===== config.mk =====
export PLATFORM = sky130hd
export DESIGN_NAME = sc_port_arbiter
export DESIGN_NICKNAME = d
export VERILOG_FILES = /design/src/rtl/sc_port_arbiter.sv
export SDC_FILE = /design/constraint.sdc
export NUM_CORES = 1
export LEC_CHECK = 0
export CORE_AREA = 2 2 142 144
export CTS_CLUSTER_SIZE = 20
export DETAILED_ROUTE_END_ITERATION = 16
export DIE_AREA = 0 0 144 146
export PLACE_DENSITY = 0.65
export SYNTH_ARGS = -nofsm -noshare
export SYNTH_HDL_FRONTEND = slang
export SYNTH_SLANG_ARGS = --single-unit

===== constraint.sdc =====
create_clock -name clk -period 2.5 [get_ports clk]
set_clock_uncertainty 0.15 [all_clocks]
set_input_delay 0.5 -clock clk [delete_from_list [all_inputs] [get_ports clk]]
set_output_delay 0.5 -clock clk [all_outputs]
set_load 0.01 [all_outputs]

===== src/rtl/sc_port_arbiter.sv =====
// sc_port_arbiter: slow-control frame sequencer and reply router.
// Latches the target slave per frame, then forwards its reply or an error.
module sc_port_arbiter #(
  parameter int                 NSLV        = 4,
  parameter logic [16*NSLV-1:0] PORT_LIST   = {16'h1779, 16'h1788,
                                               16'h1787, 16'h1777},
  parameter int                 TIMEOUT     = 1024,
  parameter logic [31:0]        ERR_NOPORT  = 32'h00000001,
  parameter logic [31:0]        ERR_TIMEOUT = 32'h00000002
) (
  input  logic                 clk,
  input  logic                 rst,
  input  logic [15:0]          sc_port,
  input  logic                 sc_frame,
  input  logic                 sc_op,
  input  logic [NSLV-1:0]      slv_ack,
  input  logic [32*NSLV-1:0]   slv_rply_data,
  input  logic [32*NSLV-1:0]   slv_rply_error,
  output logic                 sc_ack,
  output logic [31:0]          sc_rply_data,
  output logic [31:0]          sc_rply_error,
  output logic [NSLV-1:0]      slv_sel,
  output logic                 busy,
  output logic [15:0]          timeout_cnt
);

  typedef enum logic [1:0] {
    S_IDLE,
    S_FRAME,
    S_WAIT
  } state_t;

  localparam logic [15:0] LastCnt = 16'(TIMEOUT - 1);

  state_t            r_state;
  logic              r_nomatch;
  logic [15:0]       r_wcnt;

  logic [NSLV-1:0]   w_dec_sel;
  logic              w_dec_hit;
  logic              w_ack;
  logic [31:0]       w_data;
  logic [31:0]       w_err;

  // Scan downwards so the lowest matching index overrides the others.
  always_comb begin
    w_dec_sel = '0;
    w_dec_hit = 1'b0;
    for (int i = NSLV - 1; i >= 0; i--) begin
      if (PORT_LIST[16*i +: 16] == sc_port) begin
        w_dec_sel    = '0;
        w_dec_sel[i] = 1'b1;
        w_dec_hit    = 1'b1;
      end
    end
  end

  always_comb begin
    w_data = '0;
    w_err  = '0;
    for (int i = 0; i < NSLV; i++) begin
      if (slv_sel[i]) begin
        w_data = slv_rply_data[32*i +: 32];
        w_err  = slv_rply_error[32*i +: 32];
      end
    end
  end

  assign w_ack = |(slv_ack & slv_sel);

  always_ff @(posedge clk) begin
    if (rst) begin
      r_state       <= S_IDLE;
      r_nomatch     <= 1'b0;
      r_wcnt        <= '0;
      sc_ack        <= 1'b0;
      sc_rply_data  <= '0;
      sc_rply_error <= '0;
      slv_sel       <= '0;
      busy          <= 1'b0;
      timeout_cnt   <= '0;
    end else begin
      sc_ack <= 1'b0;
      if (!sc_frame) begin
        // Frame abort: drop any transaction without replying.
        r_state   <= S_IDLE;
        r_nomatch <= 1'b0;
        r_wcnt    <= '0;
        slv_sel   <= '0;
        busy      <= 1'b0;
      end else begin
        unique case (r_state)
          S_IDLE: begin
            slv_sel   <= w_dec_sel;
            r_nomatch <= !w_dec_hit;
            r_state   <= S_FRAME;
          end
          S_FRAME: begin
            if (sc_op) begin
              r_state <= S_WAIT;
              busy    <= 1'b1;
              r_wcnt  <= '0;
            end
          end
          S_WAIT: begin
            if (r_nomatch) begin
              sc_ack        <= 1'b1;
              sc_rply_data  <= '0;
              sc_rply_error <= ERR_NOPORT;
              busy          <= 1'b0;
              r_state       <= S_FRAME;
            end else if (w_ack) begin
              sc_ack        <= 1'b1;
              sc_rply_data  <= w_data;
              sc_rply_error <= w_err;
              busy          <= 1'b0;
              r_state       <= S_FRAME;
            end else if (r_wcnt == LastCnt) begin
              sc_ack        <= 1'b1;
              sc_rply_data  <= '0;
              sc_rply_error <= ERR_TIMEOUT;
              busy          <= 1'b0;
              r_state       <= S_FRAME;
              if (timeout_cnt != 16'hFFFF) begin
                timeout_cnt <= timeout_cnt + 16'd1;
              end
            end else begin
              r_wcnt <= r_wcnt + 16'd1;
            end
          end
          default: r_state <= S_IDLE;
        endcase
      end
    end
  end

endmodule

==> metrics.cfg <==
[worst_setup_path]
worstPathArrival_ns=2.45
cp_max_fo=14
worst-r2r-setup-slack_ns=0.18
crit_type=flip-flop to flip-flop
cp-start-kind=flip-flop
rr_worst_depth=7
reg2reg_from=r_wcnt[1]
crit_start=r_wcnt[1]
endpoint_kind=flip-flop
worstReg2RegEnd=timeout_cnt[5]
crit_path_end=timeout_cnt[5]
required_ns=2.63

[synth]
yosys.area.top_type_share_pct=37.5
syn_nets=999
yosysMostFrequentCell=dfxtp_1
synth_xor_area_share_pct=0
synth_top_family_by_area=compound AO/OA/AOI/OAI gates
yosys.area_share.simple_pct=22.2
async_flop_share_pct=0
synthTopCellsByCount=105 x dfxtp_1, 84 x a21oi_1, 78 x nor2_1, 67 x nor3_1
yosysWarnings=0
synth_area_leaders=dfxtp_1 37%, a221oi_1 9.8%, a21oi_1 7.5%, o22ai_1 7.0%, nor3_1 6.0%
synth_seq_cells=105
synth_ff_type=dfxtp_1
synth_mux_area_share_pct=0.602
synth_top_area_cell=dfxtp_1
synth_compound_area_share_pct=33.2
ys_types=54
syn_inst=713
post_synth.cell_area_avg_um2=7.87
synth_fa_ha_area_share_pct=1.34
syn_area_um2=5610
synth_enable_flop_cells=0
yosysSeqAreaShare_pct=37.5

[power_and_ir_drop]
p_leak_nw=3.36
power_mw=3.94
max-vdd-ir-drop_mv=0.331
power-per-cell-area_nw_per_um2=389

[placed_design]
hpwl_um=20000
portBuffers=365
place_area_um2=9760
place_ws_ns=-0.174
place.gp.congestion=0.877

[die]
placementRows=51
start_util_pct=29.0
num_io_pins=366
dieArea_um2=21000
coreArea_um2=19300
fp.dieH_um=146
die_w_um=144

[flow_run]
cap_violations=0

[timing]
fmax_mhz=431
hold_violations=0
finalCriticalPeriod_ns=2.32
final.setup.tns_ns=0
fin_crit_sh_pct=92.9
maxSlewViolCount=0
slew_headroom_pct=38.1
rsz0062_at_grt=false
finalWorstSetupSlack_ns=0.177
setup_viol=0
worst_slew_pin_slew_ns=0.929

[route]
vias=7225
drt_first_pass_iters=5
drtAntennaViolNets=0
wl_per_cell_um=20.3
drc=0
via_per_inst=5.42
first_iter_violations=554
drt_wl_total_um=27100

[cells_and_area]
area_delta_synth_final_pct=80.4
fin_area_um2=10100
drive_gt1_share_pct=7.67
nets=1350
diodes=0

[run_status]
status=completed

[clock_tree]
cts_tree=done
clock_sinks=105
cts_max_level=3
cts-root-buf=clkbuf_16
cts_buffers=9
cts_max_path_buffers=2
cts_resized=0
post_cts_buffers=0
path_clk_slew_ns=0.07
cts_hold_buf=0
insertion_delay_ns=0.35

[hold_path]
hold_path_class=flip-flop to flip-flop

[global_route]
grt_pass1_vias=7009
grt-ovfl-total=0
grt_usage_pct=25.0
grt_max_degree=81
antenna_found_initial=2
grt_first_pass_wirelength_um=40400

==> final cells by class <==
cell class | instances | area (µm²)
Fill cell | 1867 | 9210
Inverter | 10 | 37.5
Multi-Input combinational cell | 532 | 3250
Sequential cell | 105 | 2100
Clock inverter | 6 | 114
Tap cell | 265 | 332
Clock buffer | 10 | 239
Timing Repair Buffer | 406 | 4040
==> sequential cells by signal (all words and copies together), names as in the netlist <==
register and cells:
sc_rply_data 32, r_wcnt 16, busy 1, sc_ack 1
timeout_cnt 16, sc_rply_error 32, r_nomatch 1, r_state 2
slv_sel 4
==> stage by stage <==
stage | util (%) | hold slack [ns] | cells
floorplan | - | 0.297 | 713
global placement | 50.5 | 0.315 | 1318
CTS | 52.3 | 0.339 | 1334
global route | 52.4 | 0.367 | 1334
finish | 52.4 | 0.340 | 1334
detailed placement | 50.5 | 0.325 | 1318
==> cell families (layout without fill, tap and decap cells) <==
logic type / Yosys count / count (layout)
DFF: 105 / 105
buffers and inverters: 76 / 432
and+or+nand+nor: 247 / 247
AOI/OAI and AO/OA: 276 / 276
adders and majority gates: 6 / 6
muxes: 3 / 3
==> worst min path at each step <==
stage	startpoint	to	slack [ns]	depth (start not counted)
3_5_place_dp	sc_rply_data[23]	sc_rply_data[23]	0.32	2
2_1_floorplan	r_wcnt[14]	r_wcnt[14]	0.30	1
4_1_cts	sc_rply_error[1]	sc_rply_error[1]	0.34	2
5_1_grt	r_wcnt[14]	r_wcnt[14]	0.37	1
3_3_place_gp	sc_rply_data[6]	sc_rply_data[6]	0.31	2
6_report	sc_rply_data[17]	sc_rply_data[17]	0.34	2
==> cells in the final DEF (no fill, tap or decap), types with 2 or more instances in the layout <==
cell type and n:
a211o_1 2, a211oi_1 3, a21oi_1 84, a221o_1 2
a221oi_1 63, a22oi_1 3, a22oi_2 2, a31oi_1 7
and3_1 6, and3b_2 2, buf_12 7, buf_4 34
bufinv_16 3, clkbuf_16 9, clkdlybuf4s50_1 364, dfxtp_1 104
ha_1 6, inv_1 9, mux2i_1 2, nand2_1 27
nand2b_1 5, nand3_1 16, nand4_1 6, nor2_1 78
nor2b_1 3, nor3_1 67, nor4_1 2, o21a_1 2
o21ai_0 11, o22ai_1 63, o311ai_0 7, o31ai_1 15
or2_2 6, or3_1 7, or4_1 12
==> worst max-delay path, cell delays in order, from the launching register on <==
cell and delay [ns]:
dfxtp_1 0.40, ha_1 0.25, nand2_1 0.14, nor3_4 0.33, nand4_1 0.14, buf_4 0.20
or4_1 0.51, a21oi_1 0.15
==> power breakdown <==
group	internal, mW	total [mW]	leakage, nW	switching, mW
Combinational	0.422	0.567	2.34	0.145
Clock	1.01	1.70	0.171	0.684
Sequential	1.67	1.68	0.846	0.00442
Total	3.11	3.94	3.36	0.833
==> routing by layer <==
layer	global-route usage, %	part of all wire [%]	vias up
met1	31.7	41	3430
met4	6.72	1.9	2
met5	0	0.048	-
met3	6.75	8.2	32
met2	41.5	48	289
li1	-	-	3472
Note: power is estimated with default switching activity, not from simulation.
